**config.mk**
```make
export PLATFORM = sky130hd
export DESIGN_NAME = seq_serializer_flat
export DESIGN_NICKNAME = d
export VERILOG_FILES = /design/src/rtl/seq_serializer_if.sv /design/src/rtl/seq_serializer.sv /design/src/flat_wrapper.sv
export SDC_FILE = /design/constraint.sdc
export NUM_CORES = 1
export LEC_CHECK = 0
export ABC_CLOCK_PERIOD_IN_PS = 3400
export CORE_ASPECT_RATIO = 0.7
export CORE_MARGIN = 5
export CORE_UTILIZATION = 30
export DETAILED_ROUTE_END_ITERATION = 7
export PLACE_DENSITY = 0.55
export REMOVE_ABC_BUFFERS = 1
export SETUP_SLACK_MARGIN = 0.05
export SYNTH_ARGS = -nofsm -noshare
export SYNTH_HDL_FRONTEND = slang
export SYNTH_SLANG_ARGS = --single-unit
```
**constraint.sdc**
```tcl
create_clock -name clk -period 3.4 [get_ports clk]
set_input_delay 0.68 -clock clk [delete_from_list [all_inputs] [get_ports clk]]
set_output_delay 0.68 -clock clk [all_outputs]
set_load 0.05 [all_outputs]
```
**src/rtl/seq_serializer_if.sv**
```systemverilog
// Parallel-word input and serial-bit output bundle for seq_serializer.
// The design side uses slave; whatever drives din and en uses master.
interface seq_serializer_if #(
    parameter int unsigned WIDTH = 8,
    parameter int unsigned DEPTH = 4
) ();
    localparam int unsigned LW = $clog2(DEPTH) + 1;

    logic [WIDTH-1:0] din;
    logic             din_valid;
    logic             din_ready;
    logic             en;
    logic             x;
    logic             x_valid;
    logic [LW-1:0]    level;

    modport master (
        output din, din_valid, en,
        input  din_ready, x, x_valid, level
    );

    modport slave (
        input  din, din_valid, en,
        output din_ready, x, x_valid, level
    );
endinterface

```
**src/rtl/seq_serializer.sv**
```systemverilog
// Buffers WIDTH-bit words in a small FIFO and shifts them out MSB first.
// When a word ends and another is queued, the next word follows with no idle cycle.
module seq_serializer #(
    parameter int unsigned WIDTH = 8,
    parameter int unsigned DEPTH = 4
) (
    input  logic               clk,
    input  logic               rst,
    seq_serializer_if.slave    bus
);
    localparam int unsigned AW = $clog2(DEPTH);
    localparam int unsigned LW = AW + 1;
    localparam int unsigned CW = $clog2(WIDTH);

    typedef enum logic {IDLE, SHIFT} state_t;

    state_t           state, state_nxt;
    logic [WIDTH-1:0] sr, sr_nxt;
    logic [CW-1:0]    cnt, cnt_nxt;
    logic [AW-1:0]    wr_ptr, rd_ptr;
    logic [LW-1:0]    level_q;
    logic [WIDTH-1:0] mem [DEPTH];

    logic full_c;
    logic push_c;
    logic pop_c;

    assign full_c        = (level_q == LW'(DEPTH));
    assign push_c        = bus.din_valid && !full_c;
    assign bus.din_ready = !full_c;
    assign bus.level     = level_q;

    // FIFO storage; contents need no reset since level gates every read
    always_ff @(posedge clk) begin
        if (push_c) begin
            mem[wr_ptr] <= bus.din;
        end
    end

    // FIFO pointers and occupancy; pointers wrap naturally at DEPTH
    always_ff @(posedge clk or posedge rst) begin
        if (rst) begin
            wr_ptr  <= '0;
            rd_ptr  <= '0;
            level_q <= '0;
        end else begin
            if (push_c) begin
                wr_ptr <= wr_ptr + AW'(1);
            end
            if (pop_c) begin
                rd_ptr <= rd_ptr + AW'(1);
            end
            case ({push_c, pop_c})
                2'b10:   level_q <= level_q + LW'(1);
                2'b01:   level_q <= level_q - LW'(1);
                default: level_q <= level_q;
            endcase
        end
    end

    // Shifter state register
    always_ff @(posedge clk or posedge rst) begin
        if (rst) begin
            state <= IDLE;
            sr    <= '0;
            cnt   <= '0;
        end else begin
            state <= state_nxt;
            sr    <= sr_nxt;
            cnt   <= cnt_nxt;
        end
    end

    // Shifter next state: load a word from IDLE or back-to-back at the last bit
    always_comb begin
        state_nxt = state;
        sr_nxt    = sr;
        cnt_nxt   = cnt;
        pop_c     = 1'b0;
        case (state)
            IDLE: begin
                if (bus.en && (level_q != '0)) begin
                    pop_c     = 1'b1;
                    sr_nxt    = mem[rd_ptr];
                    cnt_nxt   = '0;
                    state_nxt = SHIFT;
                end
            end
            SHIFT: begin
                if (bus.en) begin
                    if (cnt == CW'(WIDTH - 1)) begin
                        if (level_q != '0) begin
                            pop_c   = 1'b1;
                            sr_nxt  = mem[rd_ptr];
                            cnt_nxt = '0;
                        end else begin
                            sr_nxt    = '0;
                            cnt_nxt   = '0;
                            state_nxt = IDLE;
                        end
                    end else begin
                        sr_nxt  = {sr[WIDTH-2:0], 1'b0};
                        cnt_nxt = cnt + CW'(1);
                    end
                end
            end
            default: begin
                state_nxt = IDLE;
            end
        endcase
    end

    // x is taken from registered state only; x_valid also needs the live en
    assign bus.x       = (state == SHIFT) && sr[WIDTH-1];
    assign bus.x_valid = (state == SHIFT) && bus.en;

endmodule

```
**src/flat_wrapper.sv**
```systemverilog
// flat-port wrapper written by rule: the top's interface ports become plain ports
module seq_serializer_flat 
#(
    parameter int unsigned WIDTH = 8,
    parameter int unsigned DEPTH = 4
)
  (clk, rst, bus_din, bus_din_valid, bus_en, bus_din_ready, bus_x, bus_x_valid, bus_level);
  seq_serializer_if #(.WIDTH(WIDTH), .DEPTH(DEPTH)) bus_i ();
  input  logic clk;
  input  logic rst;
  input wire logic [$bits(bus_i.din)-1:0] bus_din;
  input wire logic [$bits(bus_i.din_valid)-1:0] bus_din_valid;
  input wire logic [$bits(bus_i.en)-1:0] bus_en;
  output wire logic [$bits(bus_i.din_ready)-1:0] bus_din_ready;
  output wire logic [$bits(bus_i.x)-1:0] bus_x;
  output wire logic [$bits(bus_i.x_valid)-1:0] bus_x_valid;
  output wire logic [$bits(bus_i.level)-1:0] bus_level;
  assign bus_i.din = bus_din;
  assign bus_i.din_valid = bus_din_valid;
  assign bus_i.en = bus_en;
  assign bus_din_ready = bus_i.din_ready;
  assign bus_x = bus_i.x;
  assign bus_x_valid = bus_i.x_valid;
  assign bus_level = bus_i.level;
  seq_serializer #(.WIDTH(WIDTH), .DEPTH(DEPTH)) u_core (.clk(clk), .rst(rst), .bus(bus_i));
endmodule
```
==> results.txt <==
Crit Path Category -> in -> out
Detailed-route via count -> 1157
Crit path time final -> 2960 ps
Largest net degree at the start of global routing -> 20
PD cells -> 789 nW/um^2
Unique masters post-synth -> 29
PortBufs -> 17
H-Tree Depth -> 2
Hold EP -> u_core.sr[7]
Slew HR -> 40.9%
Area share of the largest cell type after synthesis -> 44.2%
Area growth, synth to finish -> 16.3%
Critical path endpoint category -> output pin
Synth top area cells -> edfxtp_1 (44%), dfrtp_1 (22%), mux4_2 (8.3%)
Hold-fix buffers at CTS -> 0
Drc violations -> 0
CP Launch Type -> input pin
Initial antenna violation count -> 0
1st-iter DRT viols -> 57
Slowest-stage cell, CP -> clkdlybuf4s50_1
Cells along the critical path -> clkdlybuf4s50_1, and2_1, clkdlybuf4s50_1
Global route overflow -> 0
Bufs and invs on worst path -> 2
Crit share post-route -> 87.2%
Total Routing Usage GR -> 8.97%
First-pass GRT wire length -> 6180 microns
Worst Skew -> 7.76 ps
CTS tree -> built
Synth area leader -> edfxtp_1
Worst-Margin Slew -> 884 ps
Max capacitance violation total -> 0
Clock buffer depth -> 2
Drt pass-1 iters -> 4
Slew Limit Fails -> 0
Register area share after synthesis -> 66.1%
Worst Reg-to-Reg Cells -> 10
Yosys Warn Count -> 0
Fin util -> 35.2%
Row Count -> 26
Max stage delay on crit path -> 810 ps
Final #Nets -> 175
Seq cells post-synth -> 51
Vias in the first global route -> 1200
Status -> finished clean
VDD IR-drop max -> 0.000255 V
Reg2reg end -> u_core.bus.level[2]
Postcts setup bufs -> 0
Syn_area_per_cell -> 15.9 sq um
Layout cell share with drive strength beyond 1 -> 16.0%
Antenna viol nets, final -> 0
Worst Path Max Fanout -> 5
CTS clk-pin slew, worst paths -> 90 ps
EDFF count, synth -> 32
Final Hold Fails -> 0
Lkg Pwr -> 0.927 nW
Core ar. -> 7190 sq um
Inserted Clock Buffers -> 5
Syn Inst Count -> 137
HP Start -> u_core.sr[7]
RSZ-0062 raised after global routing -> no
Asr flop ratio synth -> 37.3%
Die span in x -> 112 microns
Hold path depth -> 2
Stages on the worst setup path -> 3
FF-to-FF Start -> u_core.cnt[0]
Highest clock rate -> 0.337 GHz
Routed WL per cell -> 15.2 microns
Worst Hold Class -> reg -> reg
Critical Path RT -> 2720 ps
WL final -> 3850 microns
Most used cell, CP -> clkdlybuf4s50_1
Worst-skew pair later-pin latency -> 300 ps
Final setup vio count -> 0
Diodes inserted -> 0
Die H -> 81.2 microns
Top Ports -> 18
Die ar. -> 9080 sq um
Post-route setup TNS -> 0 ps
Post-CTS Resized -> 0
CTS root buf -> clkbuf_8
Hpwl dp -> 2840 microns
CP delay by family, top -> buffers and inverters
Most used DFF post-synth -> edfxtp_1
Clock sinks -> 51
Mapped Area -> 2170 sq um
Initial Util -> 30.2%
R2r setup slk -> 1050 ps
Placer Congestion -> 0.775
Drt via density -> 4.56
WP data arrival -> 2280 ps
registers in the layout (all words and copies together), names as in the netlist:
name,flops
u_core.cnt,3
u_core.mem,32
u_core.state,1
u_core.wr_ptr,2
u_core.bus.level,3
u_core.sr,8
u_core.rd_ptr,2
metal layers:
layer | track usage (%) | part of all wire (%) | vias to the layer above
met3 | 3.20 | 7.0 | 2
met2 | 14.6 | 47 | 33
met5 | 0 | 0 | -
met4 | 1.94 | 0.21 | 0
li1 | - | - | 542
met1 | 11.6 | 46 | 580
worst max-delay path by stage:
stage               slack [ps]             endpoint                 from
finish                     440          bus_x_valid               bus_en
global route               350          bus_x_valid               bus_en
CTS                        420          bus_x_valid               bus_en
detailed placement         430          bus_x_valid               bus_en
global placement           460          bus_x_valid               bus_en
floorplan                  840  u_core.bus.level[2]  u_core.bus.level[2]
cell usage in the layout (no fill, tap or decap), types with 4 or more instances in the layout:
master	Yosys	final
clkbuf_8	0	5
edfxtp_1	32	32
ha_1	7	7
and3_2	4	4
nand3_1	8	8
inv_1	7	7
dfrtp_1	19	19
clkdlybuf4s50_1	0	17
mux4_2	8	8
nand2_1	15	15
o211ai_1	7	7
synth_stat cells (all sizes together), types with 2 or more instances:
cell,instances
edfxtp,32
dfrtp,19
nand2,15
mux4,8
nand3,8
ha,7
inv,7
o211ai,7
and2,4
and3,4
buf,3
clkbuf,3
xnor2,3
xor2,3
a22o,2
mux2,2
logic make-up after synthesis:
group,synth area share [%]
buffers and inverters,2.53
AND/OR/NAND/NOR,8.34
AO/OA/AOI/OAI,5.75
adder cells (fa/ha/maj),4.95
flip-flops,66.1
XOR/XNOR,2.42
multiplexers,9.95
tightest hold or removal path, cell delays in order, from the launching register on:
cell and delay [ps]:
dfrtp_1 360, nand2_1 50, o211ai_1 80
stage by stage:
step	cells	area [sq um]	hold WS [ps]	power [mW]	worst slack [ps]
2_1_floorplan	131	2150	469	1.45	844
5_1_grt	254	2530	544	2.13	350
3_5_place_dp	246	2440	501	1.68	428
4_1_cts	254	2530	525	2.03	418
3_3_place_gp	246	2440	481	1.64	463
6_report	254	2530	522	2.00	435
area by class of cell:
type / instances / area, sq um
inverter: 7 / 26.3
clock inverter: 2 / 17.5
tap: 98 / 123
clock buffer: 6 / 72.6
timing repair buffer: 17 / 170
sequential: 51 / 1440
fill: 691 / 4660
multi-input combinational: 73 / 683
power breakdown:
part	switching, mW	internal, mW
clock	0.196	0.148
sequential	0.153	0.840
combinational	0.352	0.307
(Power assumes the default switching activity.)
